`src/rtl/inst_ctrl_pkg.sv`:
```
// Shared definitions for the fetch sequencer: inst_mgmt select codes,
// FSM state encoding, PC step and word-alignment helper.
package inst_ctrl_pkg;

  // Select codes understood by inst_mgmt.
  localparam logic [1:0] INST_MEM = 2'b00;  // take the word on imem rdata
  localparam logic [1:0] INST_OLD = 2'b01;  // re-present the held instruction
  localparam logic [1:0] INST_NOP = 2'b10;  // inject a bubble

  typedef enum logic [1:0] {
    ST_BOOT  = 2'd0,
    ST_RUN   = 2'd1,
    ST_STALL = 2'd2,
    ST_FLUSH = 2'd3
  } state_e;

  localparam logic [31:0] PC_INC = 32'd4;

  // Redirect targets are word addresses; drop any stray byte offset.
  function automatic logic [31:0] align_word(input logic [31:0] addr);
    return {addr[31:2], 2'b00};
  endfunction

endpackage

```
`src/rtl/inst_ctrl.sv`:
```
// Fetch sequencer: drives the instruction-memory address and the inst_mgmt
// select, arbitrating redirect > load-use stall > memory not-ready > advance.
// pc_q is always the PC of the word arriving on rdata this cycle.
module inst_ctrl
  import inst_ctrl_pkg::*;
#(
  parameter logic [31:0] RESET_PC   = 32'h0000_0000,
  parameter int unsigned FLUSH_NOPS = 0
) (
  input  logic        clk,
  input  logic        rst,
  input  logic        jump_en,
  input  logic [31:0] jump_addr,
  input  logic        stall_req,
  input  logic        imem_ready,
  output logic [31:0] imem_addr,
  output logic [1:0]  inst_sel,
  output logic [31:0] inst_pc
);

  localparam logic [2:0] FLUSH_INIT = 3'(FLUSH_NOPS);

  state_e      state_q, state_d;
  logic [31:0] pc_q, pc_d;
  logic [2:0]  flush_cnt_q, flush_cnt_d;
  logic [31:0] pc_next_seq;
  logic [31:0] jump_target;

  assign pc_next_seq = pc_q + PC_INC;
  assign jump_target = align_word(jump_addr);
  assign inst_pc     = pc_q;

  // Next-state, fetch address and select decode.
  always_comb begin
    // NOTE: every output of this block gets a default before any branch,
    // so no path can leave a value unassigned and infer a latch.
    state_d     = state_q;
    pc_d        = pc_q;
    flush_cnt_d = flush_cnt_q;
    inst_sel    = INST_NOP;
    imem_addr   = pc_q;

    if (rst) begin
      imem_addr = RESET_PC;
    end else if (state_q == ST_BOOT) begin
      // First fetch after reset; the word returns next cycle with pc_q=RESET_PC.
      imem_addr = RESET_PC;
      pc_d      = RESET_PC;
      state_d   = ST_RUN;
    end else if (jump_en) begin
      // Squash the wrong-path word and start fetching at the target.
      imem_addr   = jump_target;
      pc_d        = jump_target;
      flush_cnt_d = FLUSH_INIT;
      state_d     = (FLUSH_NOPS > 0) ? ST_FLUSH : ST_RUN;
    end else if (state_q == ST_FLUSH) begin
      // Keep re-issuing the target while the extra bubbles drain.
      flush_cnt_d = flush_cnt_q - 3'd1;
      if (flush_cnt_q <= 3'd1) begin
        state_d = ST_RUN;
      end
    end else if (stall_req) begin
      // Refetch pc_q so the held word is still on rdata when the stall lifts.
      inst_sel = INST_OLD;
      state_d  = ST_STALL;
    end else if (!imem_ready) begin
      state_d = ST_RUN;
    end else begin
      inst_sel  = INST_MEM;
      imem_addr = pc_next_seq;
      pc_d      = pc_next_seq;
      state_d   = ST_RUN;
    end
  end

  // State, PC and flush counter registers with synchronous reset.
  always_ff @(posedge clk) begin
    // NOTE: sequential state uses non-blocking assignments so every register
    // samples pre-edge values regardless of statement order.
    if (rst) begin
      state_q     <= ST_BOOT;
      pc_q        <= RESET_PC;
      flush_cnt_q <= '0;
    end else begin
      state_q     <= state_d;
      pc_q        <= pc_d;
      flush_cnt_q <= flush_cnt_d;
    end
  end

endmodule
```
`config.mk`:
```
export PLATFORM = sky130hd
export DESIGN_NAME = inst_ctrl
export DESIGN_NICKNAME = d
export VERILOG_FILES = /design/src/rtl/inst_ctrl_pkg.sv /design/src/rtl/inst_ctrl.sv
export SDC_FILE = /design/constraint.sdc
export NUM_CORES = 1
export LEC_CHECK = 0
export ABC_AREA = 0
export BUFFER_PORTS_ARGS = -buffer_cell sky130_fd_sc_hd__buf_4
export CORE_ASPECT_RATIO = 1.75
export CORE_MARGIN = 4
export CORE_UTILIZATION = 30
export CTS_CLUSTER_SIZE = 10
export DETAILED_ROUTE_END_ITERATION = 8
export PLACE_DENSITY_LB_ADDON = 0.05
export SLEW_MARGIN = 20
export SYNTH_ARGS = -nofsm -noshare
export SYNTH_HDL_FRONTEND = slang
export SYNTH_SLANG_ARGS = --single-unit
```
`constraint.sdc`:
```
create_clock -name clk -period 2.9 [get_ports clk]
set_clock_uncertainty 0.2 [all_clocks]
set_input_delay 0.29 -clock clk [delete_from_list [all_inputs] [get_ports clk]]
set_output_delay 0.29 -clock clk [all_outputs]
set_load 0.03 [all_outputs]
```
==> results.py <==
metrics = {
    "critical_path": {
        "r2r_slack_ns": 0.78,
        "max_stage_delay_ns": 0.56,
        "critPathLaunchType": "flip-flop",
        "reg2reg_depth": 5,
        "end_kind": "primary output",
        "required_ns": 2.41,
        "critPathMaxFanout": 5,
        "critical_path_class": "reg2out",
        "crit_path_cell_trace": "nand4_4 > or4_4 > nor3_4 > mux2_4 > a211oi_2 > buf_4",
        "cp.arrival_ns": 2.30,
        "timing.rr.start": "inst_pc[17]$_DFF_P_",
        "timing.rr.end": "inst_pc[26]$_DFF_P_",
        "cp_slowest_cell": "or4_4",
    },
    "yosys": {
        "synthMuxAreaShare": 0.0108,
        "synth_common_cells": "dfxtp_1, a21oi_1, nor2_1",
        "synth_xor_area_frac": 0.110,
        "yosysSeqAreaShare": 0.357,
        "synthArstFlopShare": 0,
        "synthAdderAreaFrac": 0.0121,
        "ys.flop_type": "dfxtp_1",
        "synthTopCellsByArea": "dfxtp_1, xnor2_1, a21oi_1",
        "ys_seq_elements": 37,
        "synth-edff-count": 0,
        "syn_area_per_cell_um2": 8.27,
        "synth_largest_area_cell": "dfxtp_1",
        "yosys_warnings": 0,
        "synth_top_family_by_area": "simple AND/OR/NAND/NOR gates",
        "synth.most_common_cell": "dfxtp_1",
        "synth_compound_area_frac": 0.172,
        "syn_inst": 251,
        "syn_area_mm2": 0.00208,
        "syn_nets": 290,
        "synth_cell_types": 45,
        "synth_top_area_share": 0.357,
        "synth-simple-area-share": 0.292,
    },
    "timing": {
        "fin_setup_tns_ns": 0,
        "hold_violations": 0,
        "tightest_slew_ns": 0.460,
        "post-route-worst-setup-slack_ns": 0.112,
        "fmax_mhz": 359,
        "setup_viol": 0,
        "rsz0062_at_grt": "true",
        "drv_slew": 0,
        "hold_ws_ns": 0.0373,
        "slew_headroom": 0.692,
        "fin_crit_ns": 2.79,
        "fin_crit_sh": 0.961,
    },
    "clock_tree": {
        "clkTransAtPathRegs_ns": 0.06,
        "cts_max_level": 2,
        "cts_buffers": 5,
        "cts_num_sinks": 37,
        "clock_latency_ns": 0.27,
        "cts_tree": "built",
        "cts-root-buf": "clkbuf_16",
        "cts.path.max_buffers": 2,
    },
    "global_routing": {
        "antenna_found_initial": 0,
        "grt_pass1_vias": 2144,
        "grt_use_met1": 0.175,
        "grt-busiest-layer": "met2",
        "overflow": 0,
        "grt_max_degree": 58,
        "grt_first_pass_wirelength_um": 10600,
        "grtUsageMet2": 0.288,
        "grt_use_met3": 0.0333,
        "grt_use_total": 0.156,
    },
    "power_and_ir_drop": {
        "cellPowerDensity_mw_per_mm2": 442,
        "max-vdd-ir-drop_mv": 0.220,
        "p_leak_nw": 1.26,
    },
    "place": {
        "place_congestion": 0.739,
        "post-dp-hpwl_um": 4980,
        "dpl.cell_count": 422,
        "placed_cell_area_mm2": 0.00291,
        "dpl_worst_slack_ns": 0.196,
        "place.port_buffers": 100,
    },
    "drt": {
        "wl_um": 6540,
        "vias": 2184,
        "antenna_left": 0,
        "wl_per_cell_um": 15.1,
        "via_per_inst": 5.03,
        "firstDrtPassIters": 4,
        "drc": 0,
        "first_iter_violations": 40,
    },
    "die": {
        "coreArea_mm2": 0.00664,
        "start_util": 0.313,
        "pin_count": 103,
        "die_h_um": 118,
        "die_width_um": 70.9,
        "die_area_mm2": 0.00837,
        "rows": 39,
    },
    "finish": {
        "area_delta_synth_final_pct": 51.0,
        "n_fill_cell": 727,
        "final_cells": 434,
        "antennaDiodeCount": 0,
        "drive_gt1_frac": 0.415,
        "nNetsFinal": 391,
        "design_area_mm2": 0.00313,
    },
    "min_path": {
        "hold_end": "state_q[0]$_SDFFE_PP0P_",
        "hold_path_class": "in2reg",
        "min_from": "rst",
        "hold_depth": 2,
    },
    "outcome": {
        "status": "complete, no violations",
    },
    "job": {
        "maxCapViolations": 0,
    },
}
-- cells in the final DEF, fill, tap and decap left out, types with 2 or more instances in the layout --
| cell | count |
|---|---|
| a211oi_1 | 4 |
| a211oi_2 | 3 |
| a21oi_1 | 25 |
| and2_1 | 3 |
| and3_1 | 3 |
| and4_1 | 4 |
| buf_4 | 109 |
| clkbuf_16 | 5 |
| dfxtp_1 | 29 |
| dfxtp_2 | 7 |
| inv_1 | 5 |
| nand2_1 | 20 |
| nand3_1 | 7 |
| nand4_1 | 5 |
| nand4_4 | 2 |
| nor2_1 | 24 |
| nor3_1 | 10 |
| nor4_1 | 6 |
| nor4_2 | 4 |
| o21ai_0 | 22 |
| or2_2 | 2 |
| xnor2_1 | 20 |
| xor2_1 | 6 |
-- repair_timing --
action | 4_1_cts | 5_1_grt
buffers inserted | 1 | 4
hold endpoints to repair | 0 | 0
endpoints found under the setup margin | 1 | 8
resized for setup | 14 | 1
hold buffers | 0 | 0
pin swaps | 2 | 2
-- metal layers --
layer | routed length [um] | up-vias
li1 | - | 1101
met5 | 0 | -
met1 | 2520 | 1021
met4 | 62 | 0
met3 | 396 | 4
met2 | 3560 | 58
-- layout make-up --
cell class                 count  area [um2]  share of cell area
clock buffer                   7         143              0.0455
multi-input combinational    193        1280               0.408
inverter                       5        18.8             0.00599
timing repair buffer         110         838               0.267
sequential                    37         753               0.240
tap                           82         103              0.0327
-- sequential cells by signal (all words and copies together) (netlist names) --
register and cells:
inst_pc 32, state_q 2, flush_cnt_q 3
-- worst max-delay path by stage --
stage | start | to | cells after the start
2_1_floorplan | inst_pc[15]$_DFF_P_ | imem_addr[26] | 5
3_3_place_gp | inst_pc[17]$_DFF_P_ | imem_addr[26] | 6
3_5_place_dp | inst_pc[17]$_DFF_P_ | imem_addr[26] | 6
4_1_cts | inst_pc[17]$_DFF_P_ | imem_addr[26] | 6
5_1_grt | inst_pc[24]$_DFF_P_ | imem_addr[31] | 6
6_report | inst_pc[17]$_DFF_P_ | imem_addr[26] | 6
-- cell families after synthesis --
kind of cell             count (synthesis)
AND/OR/NAND/NOR                        102
multiplexers                             2
AO/OA/AOI/OAI                           61
XOR/XNOR                                26
flip-flops                              37
adder cells (fa/ha/maj)                  2
buffers and inverters                   21
-- report_power, final --
| group | switching [W] | internal, W |
|---|---|---|
| combinational | 0.000167 | 0.000119 |
| sequential | 0.0000304 | 0.000531 |
| clock | 0.000200 | 0.000338 |
-- per-stage QoR --
step,util,total power [W]
2_1_floorplan,-,0.000726
3_3_place_gp,0.438,0.000851
3_5_place_dp,0.438,0.000852
4_1_cts,0.467,0.00140
5_1_grt,0.472,0.00144
6_report,0.472,0.00138
-- critical path: cells and delay by family, from the launching register on --
| family | cells | cell delay (ns) |
|---|---|---|
| AOI/OAI and AO/OA | 1 | 0.22 |
| buffers and inverters | 1 | 0.20 |
| DFF | 1 | 0.37 |
| muxes | 1 | 0.33 |
| and+or+nand+nor | 3 | 0.91 |
Note: power is estimated with default switching activity, not from simulation.
